==> config.mk <==
export PLATFORM = sky130hd
export DESIGN_NAME = axi_ar_arbiter
export DESIGN_NICKNAME = d
export VERILOG_FILES = /design/src/rtl/axi_ar_arbiter.sv
export SDC_FILE = /design/constraint.sdc
export NUM_CORES = 1
export LEC_CHECK = 0
export BUFFER_PORTS_ARGS = -buffer_cell sky130_fd_sc_hd__buf_2
export CAP_MARGIN = 20
export CORE_ASPECT_RATIO = 0.8
export CORE_MARGIN = 3
export CORE_UTILIZATION = 25
export DETAILED_ROUTE_END_ITERATION = 10
export GPL_ROUTABILITY_DRIVEN = 0
export PLACE_DENSITY_LB_ADDON = 0.05
export SLEW_MARGIN = 20
export SYNTH_ARGS = -nofsm -noshare
export SYNTH_HDL_FRONTEND = slang
export SYNTH_SLANG_ARGS = --single-unit
==> constraint.sdc <==
create_clock -name clk -period 2.2 [get_ports clk]
set_input_delay 0.11 -clock clk [delete_from_list [all_inputs] [get_ports clk]]
set_output_delay 0.11 -clock clk [all_outputs]
set_load 0.01 [all_outputs]
==> src/rtl/axi_ar_arbiter.sv <==
// Read-address arbiter/decoder for the 2-master/2-slave AXI interconnect.
// Define AR_ROUND_ROBIN_EN for round-robin arbitration; otherwise M0 has fixed priority.
module axi_ar_arbiter #(
   parameter int unsigned       ID_W    = 4,
   parameter int unsigned       ADDR_W  = 32,
   parameter logic [ADDR_W-1:0] S0_BASE = 32'h0000_0000,
   parameter logic [ADDR_W-1:0] S1_BASE = 32'h0001_0000
) (
   input  logic              clk,
   input  logic              rst,
   // master 0
   input  logic [ID_W-1:0]   i_arid_m0,
   input  logic [ADDR_W-1:0] i_araddr_m0,
   input  logic [3:0]        i_arlen_m0,
   input  logic [2:0]        i_arsize_m0,
   input  logic [1:0]        i_arburst_m0,
   input  logic              i_arvalid_m0,
   output logic              o_arready_m0,
   input  logic              i_rvalid_m0,
   input  logic              i_rready_m0,
   input  logic              i_rlast_m0,
   // master 1
   input  logic [ID_W-1:0]   i_arid_m1,
   input  logic [ADDR_W-1:0] i_araddr_m1,
   input  logic [3:0]        i_arlen_m1,
   input  logic [2:0]        i_arsize_m1,
   input  logic [1:0]        i_arburst_m1,
   input  logic              i_arvalid_m1,
   output logic              o_arready_m1,
   input  logic              i_rvalid_m1,
   input  logic              i_rready_m1,
   input  logic              i_rlast_m1,
   // slave 0
   output logic [ID_W:0]     o_arid_s0,
   output logic [ADDR_W-1:0] o_araddr_s0,
   output logic [3:0]        o_arlen_s0,
   output logic [2:0]        o_arsize_s0,
   output logic [1:0]        o_arburst_s0,
   output logic              o_arvalid_s0,
   input  logic              i_arready_s0,
   // slave 1
   output logic [ID_W:0]     o_arid_s1,
   output logic [ADDR_W-1:0] o_araddr_s1,
   output logic [3:0]        o_arlen_s1,
   output logic [2:0]        o_arsize_s1,
   output logic [1:0]        o_arburst_s1,
   output logic              o_arvalid_s1,
   input  logic              i_arready_s1,
   // to read-data router
   output logic              o_getaddr_default,
   output logic              o_master_signal
);

   typedef enum logic {StIdle, StGrant} state_t;

   state_t            r_state, w_state_d;
   logic              r_owner, w_owner_d;
   logic              r_last_grant, w_last_grant_d;
   logic [1:0]        r_busy, w_busy_d;
   logic [1:0]        w_elig, w_done;
   logic              w_winner, w_ready, w_hit_s0, w_hit_s1;
   logic [ID_W-1:0]   w_id;
   logic [ADDR_W-1:0] w_addr;
   logic [3:0]        w_len;
   logic [2:0]        w_size;
   logic [1:0]        w_burst;
   logic              w_valid;

   assign w_elig = {i_arvalid_m1 & ~r_busy[1], i_arvalid_m0 & ~r_busy[0]};
   assign w_done = {i_rvalid_m1 & i_rready_m1 & i_rlast_m1,
                    i_rvalid_m0 & i_rready_m0 & i_rlast_m0};

`ifdef AR_ROUND_ROBIN_EN
   assign w_winner = (&w_elig) ? ~r_last_grant : w_elig[1];
`else
   assign w_winner = ~w_elig[0];
`endif

   assign w_id     = r_owner ? i_arid_m1    : i_arid_m0;
   assign w_addr   = r_owner ? i_araddr_m1  : i_araddr_m0;
   assign w_len    = r_owner ? i_arlen_m1   : i_arlen_m0;
   assign w_size   = r_owner ? i_arsize_m1  : i_arsize_m0;
   assign w_burst  = r_owner ? i_arburst_m1 : i_arburst_m0;
   assign w_valid  = r_owner ? i_arvalid_m1 : i_arvalid_m0;
   assign w_hit_s0 = (w_addr[ADDR_W-1:16] == S0_BASE[ADDR_W-1:16]);
   assign w_hit_s1 = (w_addr[ADDR_W-1:16] == S1_BASE[ADDR_W-1:16]);

   always_comb begin
      w_state_d         = r_state;
      w_owner_d         = r_owner;
      w_last_grant_d    = r_last_grant;
      w_busy_d          = r_busy & ~w_done;
      w_ready           = 1'b0;
      o_arid_s0         = '0;
      o_araddr_s0       = '0;
      o_arlen_s0        = '0;
      o_arsize_s0       = '0;
      o_arburst_s0      = '0;
      o_arvalid_s0      = 1'b0;
      o_arid_s1         = '0;
      o_araddr_s1       = '0;
      o_arlen_s1        = '0;
      o_arsize_s1       = '0;
      o_arburst_s1      = '0;
      o_arvalid_s1      = 1'b0;
      o_getaddr_default = 1'b0;
      o_master_signal   = 1'b0;
      unique case (r_state)
         StIdle: begin
            if (|w_elig) begin
               w_owner_d      = w_winner;
               w_last_grant_d = w_winner;
               w_state_d      = StGrant;
            end
         end
         StGrant: begin
            o_arid_s0    = {r_owner, w_id};
            o_araddr_s0  = w_addr;
            o_arlen_s0   = w_len;
            o_arsize_s0  = w_size;
            o_arburst_s0 = w_burst;
            o_arid_s1    = {r_owner, w_id};
            o_araddr_s1  = w_addr;
            o_arlen_s1   = w_len;
            o_arsize_s1  = w_size;
            o_arburst_s1 = w_burst;
            if (w_hit_s0) begin
               o_arvalid_s0 = w_valid;
               w_ready      = i_arready_s0;
            end else if (w_hit_s1) begin
               o_arvalid_s1 = w_valid;
               w_ready      = i_arready_s1;
            end else begin
               // decode miss: the internal default slave accepts at once
               w_ready           = 1'b1;
               o_getaddr_default = 1'b1;
               o_master_signal   = r_owner;
            end
            if (w_valid && w_ready) begin
               w_busy_d[r_owner] = 1'b1;
               w_state_d         = StIdle;
            end
         end
         default: w_state_d = StIdle;
      endcase
      o_arready_m0 = w_ready & ~r_owner & (r_state == StGrant);
      o_arready_m1 = w_ready &  r_owner & (r_state == StGrant);
   end

   always_ff @(posedge clk or negedge rst) begin
      if (!rst) begin
         r_state      <= StIdle;
         r_owner      <= 1'b0;
         r_last_grant <= 1'b1;
         r_busy       <= 2'b00;
      end else begin
         r_state      <= w_state_d;
         r_owner      <= w_owner_d;
         r_last_grant <= w_last_grant_d;
         r_busy       <= w_busy_d;
      end
   end

endmodule

==> impl_metrics.yaml <==
pwr:
  p_sw_frac: 0.526
  power.density_nw_per_um2: 1240
  combPwrFrac: 0.876
  internal_power_w: 0.00128
  seq_power_share: 0.063
  ir_drop_mv: 0.592
  power_switching_w: 0.00142
  power_frac_clock: 0.062
  power_leakage_nw: 1.40
  total_power_w: 0.00270
route:
  ant_nets: 0
  drt_iter0_drc: 43
  avgRoutedWirePerCell_um: 13.2
  drtPass1Iterations: 4
  drc: 0
  route.vias.total: 1785
  routed_via_density: 4.36
  finalWirelength_mm: 5.40
sta:
  timing.final.crit_period_ps: 2060
  fin_worst_skew_ps: 0.717
  fmax_mhz: 486
  rsz0062_at_grt: "no"
  tns_ps: 0
  finalHoldViolCount: 0
  setup_violations: 0
  maxSlewHeadroom: 0.720
  timing.final.crit_share: 0.935
  maxSlewViolCount: 0
  tightest_slew_ps: 416
worst_setup_path:
  cp.depth: 5
  critPathMaxStageDelay_ps: 500
  crit_path_start_kind: "flop"
  reg2regPathDepth: 4
  path_class: "flop to primary output"
  r2r_slack_ps: 440
  cp_slowest_cell: "dfrtp_2"
  r2r-end: "r_state"
  arrival_ps: 1950
  end_kind: "primary output"
  cp_top_family: "multiplexers"
  crit_fanout: 13
  critPathBufInv: 1
  critPathRequiredTime_ps: 2090
  crit_start: "r_owner"
  timing.critical_path.to: "o_arready_m1"
  timing.rr.start: "r_owner"
  worstPathCellList: "mux2i_1, mux2_2, a211oi_4, nor2_1, buf_2"
clocking:
  cts.sink_count: 4
  cts_tree: "yes"
  cts.path.max_buffers: 2
  clkLatencyLatePin_ps: 220
  numCtsBuffers: 3
  h-tree-depth: 1
  path_clk_slew_ps: 30
  cts-root-buf: "clkbuf_8"
final_layout:
  layout.nets: 450
  nFillCells: 560
  area_delta_synth_final_pct: 58.0
  drive_above_1_share: 0.628
  antennaDiodeCount: 0
  fin_area_sq_um: 2180
placed_design:
  portBuffers: 199
  place_area_sq_um: 2100
  place_hpwl_mm: 4.72
min_path:
  hold_class: "input pin to flop"
global_routing:
  antenna_found_initial: 0
  grt_pass1_wl_mm: 7.58
  grt_pass1_vias: 1654
  grt_max_degree: 33
  grtUsageTotal: 0.146
  gr-total-overflow: 0
logic_synthesis:
  yosysWarnings: 0
  syn-instance-count: 191
  syn_area_per_cell_sq_um: 7.23
  ys_types: 27
  synth-edff-count: 0
  ys_seq_area_frac: 0.0725
  synth_top_flop_cell: "dfrtp_1"
  syn_nets: 293
  synth-async-reset-ratio: 1.00
  ys_ff_latch: 4
  syn_area_sq_um: 1380
floorplan:
  die-height_um: 72.5
  pin_count: 200
  die_w_um: 89.1
  floorplan.initialDensity: 0.266
  die_area_sq_um: 6450
  std_cell_rows: 23
  core-area_sq_um: 5180
outcome:
  status: "finished, final reports clean"
flow_run:
  drv_cap: 0
==> routing by layer <==
| layer | up-vias | part of all wire | track usage |
|---|---|---|---|
| li1 | 912 | - | - |
| met1 | 780 | 0.37 | 0.158 |
| met2 | 89 | 0.55 | 0.300 |
| met3 | 4 | 0.078 | 0.0193 |
| met4 | 0 | 0.0037 | 0.0198 |
| met5 | - | 0 | 0 |
==> worst register-to-register path, stage by stage, from the launching register on <==
cell and delay, ps:
dfrtp_2 500, mux2i_1 290, mux2_2 390, a211oi_4 320
o32a_1 210
==> layout make-up <==
type | instances | area (sq um) | share of cell area
Timing Repair Buffer | 209 | 1070 | 0.492
Multi-Input combinational cell | 127 | 872 | 0.400
Sequential cell | 4 | 101 | 0.0465
Tap cell | 62 | 77.6 | 0.0356
Clock buffer | 4 | 45.0 | 0.0207
Inverter | 3 | 11.3 | 0.00516
==> power by group through the flow <==
| stage | registers (W) | clock network [W] | logic [W] |
|---|---|---|---|
| global route | 0.000176 | 0.000176 | 0.00259 |
| CTS | 0.000174 | 0.000169 | 0.00235 |
| detailed placement | 0.000175 | 0 | 0.00234 |
| floorplan | 0.000133 | 0 | 0.00190 |
| finish | 0.000169 | 0.000167 | 0.00236 |
| global placement | 0.000173 | 0 | 0.00236 |
==> stage by stage <==
stage	util	hold slack (ps)	setup WS [ps]	std cells
final	0.421	152	143	409
after global routing	0.421	170	17.2	409
after CTS	0.416	147	32.6	406
after detailed placement	0.405	-73.8	263	401
after global placement	0.405	-72.8	360	401
after floorplan	-	-186	583	191
==> layout by cell type (no fill, tap or decap), types with 2 or more instances in the layout <==
cell type  count
a21oi_1        2
buf_2        199
buf_4          9
clkbuf_8       3
dfrtp_1        3
inv_1          3
mux2i_1       46
nand2_1        4
nand3_1        3
nor2_1        49
nor2b_1        2
nor3_1         4
nor3b_1        2
nor4_1         3
==> kinds of logic (layout without fill, tap and decap cells) <==
logic type | after synthesis | after routing | share of synthesized area
AO/OA/AOI/OAI | 8 | 8 | 0.0462
multiplexers | 47 | 47 | 0.342
AND/OR/NAND/NOR | 72 | 72 | 0.241
flip-flops | 4 | 4 | 0.0725
buffers and inverters | 60 | 216 | 0.298
==> what timing repair did <==
action / CTS / global route
resized for setup: 0 / 1
buffers inserted: 0 / 3
hold buffers: 1 / 0
hold endpoints to repair: 4 / 0
setup endpoints to repair: 0 / 4
==> synthesized netlist by cell type (2+ instances only) <==
cell	n	share of area
nor3b_1	2	0.011
nand2_1	4	0.011
nor2_1	49	0.13
a21oi_1	3	0.011
nor2b_1	2	0.0091
nor3_1	4	0.015
buf_2	5	0.018
mux2i_1	46	0.33
dfrtp_1	4	0.073
nor4_1	3	0.014
buf_4	46	0.25
inv_1	3	0.0082
nand3_1	3	0.011
clkbuf_1	4	0.011
==> registers in the layout (all words and copies together), names as in the netlist <==
name     count
r_busy       2
r_state      1
r_owner      1
==> worst min path at each step <==
stage	end	depth (start not counted)	start
2_1_floorplan	r_busy[0]	0	rst
3_3_place_gp	r_busy[0]	1	rst
3_5_place_dp	r_busy[0]	1	rst
4_1_cts	r_busy[1]	3	i_arvalid_m1
5_1_grt	r_busy[1]	3	i_arvalid_m1
6_report	r_busy[1]	3	i_arvalid_m1
No activity file was read; power rests on OpenSTA's default activity.
